[src/rtl/param_counter.sv]
// param_counter: configurable-width, configurable-modulus up/down counter with
// synchronous clear/load, an enable prescaler, a terminal-count pulse and a
// sticky overflow flag.
//
// Build option: define CNT_SATURATE_EN to hold at the boundary (MAX going up,
// 0 going down) instead of wrapping. Wrap-around is the default build.
//
// Legal parameters: 1 <= MAX <= 2**N-1, PRESCALE >= 1.
module param_counter #(
    parameter int unsigned N        = 7,
    parameter int unsigned MAX      = (2 ** N) - 1,
    parameter int unsigned PRESCALE = 1
) (
    input  logic         clk,
    input  logic         rst,
    input  logic         en,
    input  logic         dir,
    input  logic         clr,
    input  logic         load,
    input  logic [N-1:0] load_val,
    input  logic         ovf_clr,
    output logic [N-1:0] cnt,
    output logic         tc,
    output logic         ovf
);

    // Prescaler is at least one bit wide so PRESCALE=1 still elaborates.
    localparam int unsigned PW      = (PRESCALE > 1) ? $clog2(PRESCALE) : 1;
    localparam logic [N-1:0]  MAX_V   = N'(MAX);
    localparam logic [PW-1:0] PS_LAST = PW'(PRESCALE - 1);

    logic [N-1:0]  cnt_q, cnt_d;
    logic [PW-1:0] ps_q,  ps_d;
    logic          tc_q,  tc_d;
    logic          ovf_q, ovf_d;

    logic          step_c;
    logic          at_bound_c;
    logic          bnd_c;
    logic [N-1:0]  load_clamped_c;

    // A step happens on the enabled cycle that closes the prescaler period.
    assign step_c         = en && (ps_q == PS_LAST);
    assign at_bound_c     = dir ? (cnt_q == '0) : (cnt_q == MAX_V);
    assign load_clamped_c = (load_val > MAX_V) ? MAX_V : load_val;

    // Next-state: clr > load > step; tc only follows a boundary step.
    always_comb begin
        cnt_d = cnt_q;
        ps_d  = ps_q;
        bnd_c = 1'b0;

        if (clr) begin
            cnt_d = '0;
            ps_d  = '0;
        end else if (load) begin
            cnt_d = load_clamped_c;
            ps_d  = '0;
        end else if (en) begin
            if (step_c) begin
                ps_d = '0;
                if (at_bound_c) begin
                    bnd_c = 1'b1;
`ifdef CNT_SATURATE_EN
                    cnt_d = cnt_q;
`else
                    cnt_d = dir ? MAX_V : '0;
`endif
                end else begin
                    cnt_d = dir ? (cnt_q - N'(1)) : (cnt_q + N'(1));
                end
            end else begin
                ps_d = ps_q + PW'(1);
            end
        end

        tc_d = bnd_c;
        // A boundary event in the same cycle as ovf_clr keeps the flag set.
        if (bnd_c) begin
            ovf_d = 1'b1;
        end else if (ovf_clr) begin
            ovf_d = 1'b0;
        end else begin
            ovf_d = ovf_q;
        end
    end

    // State register with synchronous active-high reset.
    always_ff @(posedge clk) begin
        if (rst) begin
            cnt_q <= '0;
            ps_q  <= '0;
            tc_q  <= 1'b0;
            ovf_q <= 1'b0;
        end else begin
            cnt_q <= cnt_d;
            ps_q  <= ps_d;
            tc_q  <= tc_d;
            ovf_q <= ovf_d;
        end
    end

    assign cnt = cnt_q;
    assign tc  = tc_q;
    assign ovf = ovf_q;

endmodule

[config.mk]
export PLATFORM = sky130hd
export DESIGN_NAME = param_counter
export DESIGN_NICKNAME = d
export VERILOG_FILES = /design/src/rtl/param_counter.sv
export SDC_FILE = /design/constraint.sdc
export NUM_CORES = 1
export LEC_CHECK = 0
export CORE_UTILIZATION = 47
export CTS_BUF_LIST = sky130_fd_sc_hd__clkbuf_4 sky130_fd_sc_hd__clkbuf_8
export DETAILED_ROUTE_END_ITERATION = 12
export PLACE_DENSITY_LB_ADDON = 0.3
export SYNTH_ARGS = -nofsm -noshare
export SYNTH_HDL_FRONTEND = slang
export SYNTH_SLANG_ARGS = --single-unit
export TNS_END_PERCENT = 5
[constraint.sdc]
create_clock -name clk -period 2.25 [get_ports clk]
set_clock_uncertainty 0.1 [all_clocks]
set_input_delay 0.45 -clock clk [delete_from_list [all_inputs] [get_ports clk]]
set_output_delay 0.45 -clock clk [all_outputs]
set_load 0.005 [all_outputs]
==> implementation parameters, run 1 <==
Parameter                              Value

Outcome
  Status ... completed

Placed design
  Placement-stage cell area ... 1110 sq um
  Number of buffer cells added on primary ports ... 22
  Pre-CTS WS ... -0.436 ns
  Final weighted congestion of routability-driven global placement ... 0.999
  Estimated wirelength of the detail-placed design ... 1720 microns

Worst hold path
  Launch point of the worst hold path ... ovf
  Worst hold-check path type ... flip-flop to flip-flop

Logic synthesis
  Most instantiated flip-flop cell in the synthesis netlist ... dfxtp_1
  Sequential-to-total area share from yosys stat ... 27.0%
  Syn nets ... around 110
  Cell Area, Synth ... about 740 sq um
  Post-synth EDFFs ... 0
  Mean instance size in the synthesized netlist ... 8.43 sq um
  Synthesis warning total ... 0
  Post-synthesis register bit count ... 10
  Post-Synthesis Cells ... 88
  Ys async rst share ... 0%
  Number of distinct library cells after synthesis ... 32

Floorplanning
  Top-level I/O count ... 23
  Area of the die ... between 1500 and 2000 sq um
  Initial Util ... a little over half
  Die extent in y ... 41.7 microns
  Area inside the core boundary ... 1380 sq um
  Number of core rows ... 13
  Chip Width ... 41.7 microns

Critical path
  Worst path cell trace ... dlygate4sd2_1 -> ha_1 -> a211oi_2 -> o21bai_1 -> a21o_1 -> nor4b_1 -> or3_1
  Flop-to-flop setup slack ... between 0.15 and 0.2 ns
  Data arrival, critical path ... between 2 and 2.5 ns
  First element of the critical path ... dir
  Worst-path maximum fanout ... 6
  Kind of end point of the critical path ... flip-flop
  Data required time at the worst endpoint ... about 2.3 ns
  Worst setup SP type ... primary input
  Critical Path Max Stage Delay ... 0.36 ns
  Path type of the worst setup path ... primary input to flip-flop
  Master of the slowest instance on the critical path ... ha_1
  Launch point of the worst reg-to-reg path ... cnt[0]

GRT
  Overall routing resource usage ... 28.2%
  Vias in the first global route ... 880
  Antenna violations before repair ... 0
  Overflow left after global routing ... 0
  First-pass GRT wire length ... 3840 microns
  Pin count of the biggest net entering global routing ... 8

Clock network
  Number of instances resized during post-cts repair ... 2
  TritonCTS Sinks ... 10
  # Post-CTS Setup Buffers ... 0
  Number of levels in the clock H-tree ... 1
  TritonCTS clock tree ... built
  Clock buffers created by TritonCTS ... 3
  Maximum number of buffers from clock root to sink ... 2
  Number of buffers added to fix hold violations after cts ... 0
  Clock transition at the register clock pins on the worst setup and hold paths after CTS ... 0.07 ns
  Buffer type at the clock tree root ... clkbuf_4
  Skew-Pair Late Insertion Delay ... 0.27 ns

Run
  Max-cap violation count ... 0

STA
  Maximum frequency from static timing analysis ... about 460 MHz
  Post-layout min period ... around 2.2 ns
  Final hold vios ... 0
  Setup repair after global routing missed its margin ... false
  Count of pins over their slew limit ... 0
  Period utilisation layout ... 96.0%
  Final-report setup violation count ... 0
  Final worst setup slack ... 0.0893 ns
  Relative slew slack ... 70.4%
  Slew at the pin closest to its max-slew limit ... 0.441 ns

Cells and area
  Number of diodes added for antenna fixing ... 0
  Layout cell share with drive strength beyond 1 ... 20.8%
  Number of nets in the final layout ... 151
  Post-route core utilization ... 82.9%
  Synth-to-layout area growth ... 54.5%
  Post-route design area ... about 1100 sq um

Pwr
  Share of total power in the clock network ... 30.4%
  Power density over the cells ... 476 nW/um^2
  Leak ... slightly below 0.5 nW
  Int Power ... 0.385 mW
  Total net switching power ... around 0.16 mW
  Proportion of power drawn by combinational gates ... 32.8%
  Switching power share of the total ... between 20% and 30%
  Post-layout total power ... 0.545 mW
  Proportion of power drawn by flip-flops and latches ... 36.8%
  Peak supply drop ... 0.000576 V

Route
  Drt via density ... just under 6
  Total number of vias ... ~860
  First drt pass iteration count ... 4
  Iter 0 DRT Violations ... 20
  Total detailed-routing wirelength ... 2240 microns
  DRC violation count after routing ... 0
  Remaining antenna violation count after routing ... 0
  Final routed wire length divided by cell count ... 15.4 microns
-- synthesized netlist by cell type (all sizes together) (2+ instances only) --
| cell type | n | area, sq um |
|---|---|---|
| a21oi | 8 | 40.0 |
| ha | 5 | 62.6 |
| a21o | 3 | 22.5 |
| a211oi | 2 | 15.0 |
| nand2b | 4 | 25.0 |
| nor3 | 2 | 10.0 |
| o21ai | 7 | 38.8 |
| nor4b | 3 | 26.3 |
| o221ai | 4 | 35.0 |
| inv | 5 | 18.8 |
| or2 | 2 | 12.5 |
| o211ai | 2 | 15.0 |
| nor2 | 5 | 18.8 |
| nor2b | 2 | 12.5 |
| nor4 | 2 | 12.5 |
| nand2 | 5 | 18.8 |
| o21a | 2 | 15.0 |
| xnor2 | 3 | 26.3 |
| dfxtp | 10 | 200 |
-- sequential cells by signal (all words and copies together) (netlist names) --
signal / flops
cnt: 7
ovf: 1
ps_q: 1
tc: 1
-- critical path, delay by kind of cell --
family / cells / cell delay, ns
compound gates: 3 / 0.59
fa+ha+maj: 1 / 0.36
buf+inv: 1 / 0.31
simple gates: 2 / 0.51
-- cells in the final DEF (no fill, tap or decap), types with 4 or more instances in the layout --
master and n:
clkdlybuf4s50_1 21, nand2_1 5, nor2_1 5, nand2b_1 4, o21ai_0 6, dfxtp_1 10, a21oi_1 8, inv_1 5
ha_1 5, buf_4 18, o221ai_1 4
-- routing by layer --
layer	GRT usage [%]	share of wire, %	wire length (microns)	vias to the layer above
met5	0	0	0	-
met4	4.52	1.2	27	0
met3	10.9	6.6	148	4
met2	50.0	49	1090	32
met1	32.4	43	971	407
li1	-	-	-	420
-- power by group through the flow --
stage	Sequential, mW	Clock [mW]	Combinational (mW)
after floorplan	0.202	0	0.0846
after global placement	0.203	0	0.168
after detailed placement	0.204	0	0.174
after CTS	0.200	0.169	0.177
after global routing	0.202	0.180	0.194
final	0.201	0.166	0.179
-- cells by family after synthesis --
group,count (synthesis),share of synthesized area (%)
AOI/OAI and AO/OA,32,31.2
and+or+nand+nor,30,23.3
DFF,10,27.0
buffers and inverters,7,3.88
adders and majority gates,6,11.1
xor gates and xnor gates,3,3.54
-- cell type report --
type                    instances  area, sq um
clock buffers                   4         36.3
fillers                        92          236
multi-input cells              71          518
well taps                      15         18.8
flip-flops and latches         10          200
inverters                       5         18.8
repair buffers                 40          354
-- per-stage QoR --
stage | instances | setup TNS, ns | hold slack [ns]
floorplan | 88 | 0 | 0.351
global placement | 141 | -1.36 | 0.332
detailed placement | 141 | -1.85 | 0.340
CTS | 145 | 0 | 0.355
global route | 145 | 0 | 0.382
finish | 145 | 0 | 0.351
-- path summary, 6_finish.rpt --
path / depth (start not counted) / end
min reg2reg: 1 / ovf
max reg2reg: 7 / cnt[6]
min: 1 / ovf
max: 7 / cnt[5]
Power figures use the tool's default switching activity.
==> run 2: changes to the inputs <==
SETUP_SLACK_MARGIN = 0.3   (was unset)
==> run 2 against run 1 <==
  * Flip-flop and latch count stayed put
  * Final cell count is 2.1% lower
  * Routed wire length is 37% higher
  * Sequential power is 2% higher
  * Worst setup slack better by 0.096 ns
  * Critical endpoint unchanged
  * Clock power is 7% higher
  * Via count is 14% higher
==> implementation parameters, run 2 (synthesized netlist as in run 1, its figures left out) <==
Parameter                              Value

Outcome
  Status ... completed

Pwr
  Power density over the cells ... 494 nW/um^2
  Total net switching power ... between 0.15 and 0.2 mW
  Leak ... between 0.4 and 0.5 nW
  Post-layout total power ... 0.578 mW
  Proportion of power drawn by combinational gates ... 34.0%
  Share of total power in the clock network ... 30.6%
  Switching power share of the total ... 32.7%
  Proportion of power drawn by flip-flops and latches ... 35.4%
  Peak supply drop ... between 0.0003 and 0.0004 V
  Int Power ... 0.389 mW

Route
  Iter 0 DRT Violations ... 81
  DRC violation count after routing ... 0
  Drt via density ... 6.92
  Remaining antenna violation count after routing ... 0
  Final routed wire length divided by cell count ... approximately 22 microns
  Total number of vias ... a little under 1000
  First drt pass iteration count ... 5
  Total detailed-routing wirelength ... 3070 microns

Cells and area
  Sequential Area ... between 200 and 250 sq um
  Largest register FFs ... 7
  Post-route design area ... around 1200 sq um
  Number of diodes added for antenna fixing ... 0
  Synth-to-layout area growth ... 57.8%
  Total area of multi-input combinational cells ... 561 sq um
  Number of nets in the final layout ... 148
  Layout cell share with drive strength beyond 1 ... 26.0%
  Fillers ... between 80 and 90
  Most frequent cells in the layout ... clkdlybuf4s50_1 (21), buf_4 (15), dfxtp_1 (8)
  Post-Layout Cell Count ... around 140
  Most common cell after layout, fill and taps aside ... clkdlybuf4s50_1
  Post-route core utilization ... 84.7%

Clock network
  TritonCTS clock tree ... built
  Skew-Pair Late Insertion Delay ... 0.28 ns
  Number of levels in the clock H-tree ... 1
  Clock transition at the register clock pins on the worst setup and hold paths after CTS ... 0.07 ns
  # Post-CTS Setup Buffers ... 0
  Number of buffers added to fix hold violations after cts ... 0
  Clock buffers created by TritonCTS ... 3
  Maximum number of buffers from clock root to sink ... 2
  TritonCTS Sinks ... 10
  Buffer type at the clock tree root ... clkbuf_4

STA
  Period utilisation layout ... 91.8%
  Worst slack on hold paths ... roughly 0.36 ns
  Final hold vios ... 0
  Maximum frequency from static timing analysis ... 484 MHz
  Final worst setup slack ... 0.185 ns
  Setup repair after global routing missed its margin ... true
  Post-layout min period ... 2.06 ns
  Setup TNS ... 0 ns
  Count of pins over their slew limit ... 0
  Final-report setup violation count ... 0
  Slew at the pin closest to its max-slew limit ... around 0.5 ns
  Relative slew slack ... 66.2%

Critical path
  Data required time at the worst endpoint ... approximately 2.3 ns
  Worst-path maximum fanout ... 5
  Flop-to-flop setup slack ... around 0.22 ns
  Data arrival, critical path ... 2.11 ns
  Path type of the worst setup path ... primary input to flip-flop
  R2r endpoint ... cnt[5]
  First element of the critical path ... dir
  Worst setup SP type ... primary input
  Number of cell instances on the worst register-to-register path ... 6
  Kind of end point of the critical path ... flip-flop
  Launch point of the worst reg-to-reg path ... cnt[2]

GRT
  Overall routing resource usage ... 29.9%
  First-pass GRT wire length ... between 3000 and 4000 microns
  Overflow left after global routing ... 0
  Antenna violations before repair ... 0
  Pin count of the biggest net entering global routing ... 8
  Vias in the first global route ... 888

Worst hold path
  Worst hold-check path type ... flip-flop to flip-flop
  Number of cells traversed by the worst hold path ... 1
  Launch point of the worst hold path ... ovf
  Capture endpoint of the worst hold path ... ovf

Run
  Max-cap violation count ... 0

Placed design
  Pre-CTS WS ... -0.316 ns
  Placed Cells incl. Taps ... 138
  Placement-stage cell area ... 1090 sq um
  Number of buffer cells added on primary ports ... 22
  Estimated wirelength of the detail-placed design ... 1820 microns
  Final weighted congestion of routability-driven global placement ... roughly 0.89

Floorplanning
  Area of the die ... 1740 sq um
  Die extent in y ... around 42 microns
  Chip Width ... ~42 microns
  Initial Util ... ~54%
  Area inside the core boundary ... roughly 1400 sq um
  Number of core rows ... 13
  Top-level I/O count ... 23
-- run 2: worst max-delay path by stage --
stage	to	slack, ns	depth (start not counted)
3_3_place_gp	cnt[6]	-0.25	8
6_report	cnt[5]	0.19	7
2_1_floorplan	cnt[5]	0.32	6
4_1_cts	cnt[6]	0.30	7
5_1_grt	ovf	0.14	7
3_5_place_dp	cnt[5]	-0.32	7
-- run 2: power groups by stage --
stage / clock, mW / sequential, mW / combinational [mW]
4_1_cts: 0.175 / 0.202 / 0.176
3_5_place_dp: 0 / 0.205 / 0.171
5_1_grt: 0.182 / 0.205 / 0.209
2_1_floorplan: 0 / 0.202 / 0.0859
3_3_place_gp: 0 / 0.204 / 0.163
6_report: 0.177 / 0.205 / 0.197
-- run 2: layer usage --
metal	wire (microns)	global-route usage [%]	part of all wire, %	vias up
li1	-	-	-	416
met1	1100	37.2	36	430
met2	1410	50.9	46	104
met3	385	3.48	13	33
met4	174	14.2	5.7	0
met5	0	0	0	-
-- run 2: area by class of cell --
class | count | area share, %
multi-input cells | 71 | 47.9
repair buffers | 37 | 28.5
flip-flops and latches | 10 | 17.3
clock buffers | 4 | 3.10
inverters | 5 | 1.60
well taps | 15 | 1.60
-- run 2: critical path, stage by stage --
cell	delay, ns
clkdlybuf4s15_2	0.24
ha_1	0.29
a211oi_2	0.28
o21bai_1	0.12
a21o_1	0.21
nor4b_1	0.14
or3_1	0.38
-- run 2: repair_timing --
| item | 4_1_cts | 5_1_grt |
|---|---|---|
| pin swaps | 3 | 0 |
| hold endpoints to repair | 0 | 0 |
| setup endpoints to repair | 8 | 3 |
| resized for setup | 9 | 6 |
==> run 3: changes to the inputs <==
CAP_MARGIN = 20   (was unset)
CORE_MARGIN = 2   (was unset)
==> run 3 against run 2 <==
  * Cell area fell by 2.1%
  * Total power fell by 5.9%
  * First-iteration DRC count fell by 62%
  * Die area rose by 9.8%
  * Worst setup slack improved by 0.16 ns
  * Combinational power fell by 11%
  * Final cell count fell by 1.4%
  * Maximum frequency rose by 8.4%
  * Sequential power barely moved
  * Flip-flop and latch count did not move
  * Register-to-register slack improved by 0.13 ns
==> implementation parameters, run 3 (synthesized netlist as in run 1, its figures left out) <==
Parameter                              Value

Cells and area
  Layout cell share with drive strength beyond 1 ... 25.8%
  Number of diodes added for antenna fixing ... 0
  Sequential Area ... 203 sq um
  Largest register FFs ... 7
  Post-route design area ... approximately 1100 sq um
  Most frequent cells in the layout ... clkdlybuf4s50_1 (21), buf_4 (12), a21oi_1 (8), dfxtp_1 (8)
  Post-Layout Cell Count ... 140
  Synth-to-layout area growth ... 54.5%
  Fillers ... roughly 120
  Most common cell after layout, fill and taps aside ... clkdlybuf4s50_1
  Total area of multi-input combinational cells ... 563 sq um
  Number of nets in the final layout ... ~150

STA
  Slew at the pin closest to its max-slew limit ... 0.566 ns
  Relative slew slack ... 61.9%
  Worst slack on hold paths ... 0.360 ns
  Period utilisation layout ... 84.6%
  Maximum frequency from static timing analysis ... 525 MHz
  Final hold vios ... 0
  Post-layout min period ... 1.90 ns
  Setup repair after global routing missed its margin ... false
  Final-report setup violation count ... 0
  Setup TNS ... 0 ns
  Count of pins over their slew limit ... 0

Clock network
  Clock transition at the register clock pins on the worst setup and hold paths after CTS ... approximately 0.07 ns
  Skew-Pair Late Insertion Delay ... roughly 0.27 ns
  Clock buffers created by TritonCTS ... 3
  TritonCTS Sinks ... 10
  Number of levels in the clock H-tree ... 1
  Buffer type at the clock tree root ... clkbuf_4
  Maximum number of buffers from clock root to sink ... 2
  TritonCTS clock tree ... built

Route
  Drt via density ... 6.09
  Final routed wire length divided by cell count ... 14.8 microns
  Remaining antenna violation count after routing ... 0
  Total detailed-routing wirelength ... 2080 microns
  Total number of vias ... 853
  First drt pass iteration count ... 4
  Iter 0 DRT Violations ... 31
  DRC violation count after routing ... 0

Pwr
  Leak ... approximately 0.46 nW
  Peak supply drop ... 0.000303 V
  Power density over the cells ... 475 nW/um^2
  Post-layout total power ... about 0.54 mW

GRT
  First-pass GRT wire length ... 3280 microns
  Overflow left after global routing ... 0
  Pin count of the biggest net entering global routing ... 8
  Overall routing resource usage ... 22.7%
  Vias in the first global route ... 810
  Antenna violations before repair ... 0

Critical path
  R2r endpoint ... cnt[5]
  First element of the critical path ... cnt[2]
  Worst-path maximum fanout ... 5
  Number of cell instances on the worst register-to-register path ... 6
  Data arrival, critical path ... 1.96 ns
  CP Capture Point ... cnt[5]
  Worst setup SP type ... flip-flop
  Path type of the worst setup path ... flip-flop to flip-flop
  Flop-to-flop setup slack ... 0.35 ns
  Launch point of the worst reg-to-reg path ... cnt[2]
  Kind of end point of the critical path ... flip-flop
  Data required time at the worst endpoint ... around 2.3 ns

Placed design
  Number of buffer cells added on primary ports ... 22
  Estimated wirelength of the detail-placed design ... 1620 microns
  Placed Cells incl. Taps ... 136
  Placement-stage cell area ... 1070 sq um
  Final weighted congestion of routability-driven global placement ... 0.889

Floorplanning
  Number of core rows ... 14
  Top-level I/O count ... 23
  Area of the die ... 1910 sq um
  Chip Width ... 43.7 microns
  Area inside the core boundary ... 1490 sq um
  Initial Util ... 49.8%
  Die extent in y ... around 44 microns

Worst hold path
  Worst hold-check path type ... flip-flop to flip-flop

Outcome
  Status ... completed

Run
  Max-cap violation count ... 0
-- run 3: cell type report --
type,count,area share [%]
Tap cell,16,1.75
Inverter,5,1.64
Clock buffer,4,3.17
Multi-Input combinational cell,71,49.1
Timing Repair Buffer,34,26.6
Sequential cell,10,17.7
-- run 3: how the worst min path moves through the flow --
stage	from	endpoint	slack [ns]	cells after the start
global route	ovf	ovf	0.39	1
CTS	ovf	ovf	0.36	1
floorplan	ovf	ovf	0.35	1
global placement	ovf	ovf	0.34	1
finish	ovf	ovf	0.36	1
detailed placement	ovf	ovf	0.35	1
-- run 3: repair_timing --
action	CTS	global route
gates cloned	0	0
setup endpoints to repair	8	4
resized for setup	9	5
setup buffers	0	0
hold buffers	0	0
pin swaps	3	0
-- run 3: routing by layer --
metal | global-route usage, % | up-vias | share of wire (%)
met2 | 39.1 | 43 | 47
met1 | 28.7 | 400 | 43
met3 | 6.25 | 5 | 9.5
met5 | 0 | - | 0
li1 | - | 405 | -
met4 | 3.64 | 0 | 0.63
-- run 3: stage by stage --
| step | setup WS (ns) | util, % |
|---|---|---|
| 3_3_place_gp | -0.263 | 71.7 |
| 2_1_floorplan | 0.319 | - |
| 3_5_place_dp | -0.295 | 71.7 |
| 5_1_grt | 0.306 | 77.0 |
| 6_report | 0.345 | 77.0 |
| 4_1_cts | 0.289 | 76.6 |
-- run 3: where the power goes --
group | total [mW] | internal (mW) | switching [mW] | leakage [nW]
Sequential | 0.203 | 0.187 | 0.0164 | 0.0826
Clock | 0.165 | 0.0984 | 0.0667 | 0.0210
Combinational | 0.176 | 0.0984 | 0.0776 | 0.352
Total | 0.544 | 0.383 | 0.161 | 0.456
-- run 3: worst max-delay path, stage by stage (launching register included) --
cell	delay, ns
dfxtp_1	0.43
ha_2	0.33
o21ai_2	0.15
o21bai_1	0.10
a21o_1	0.20
nor4b_1	0.14
or3_1	0.34
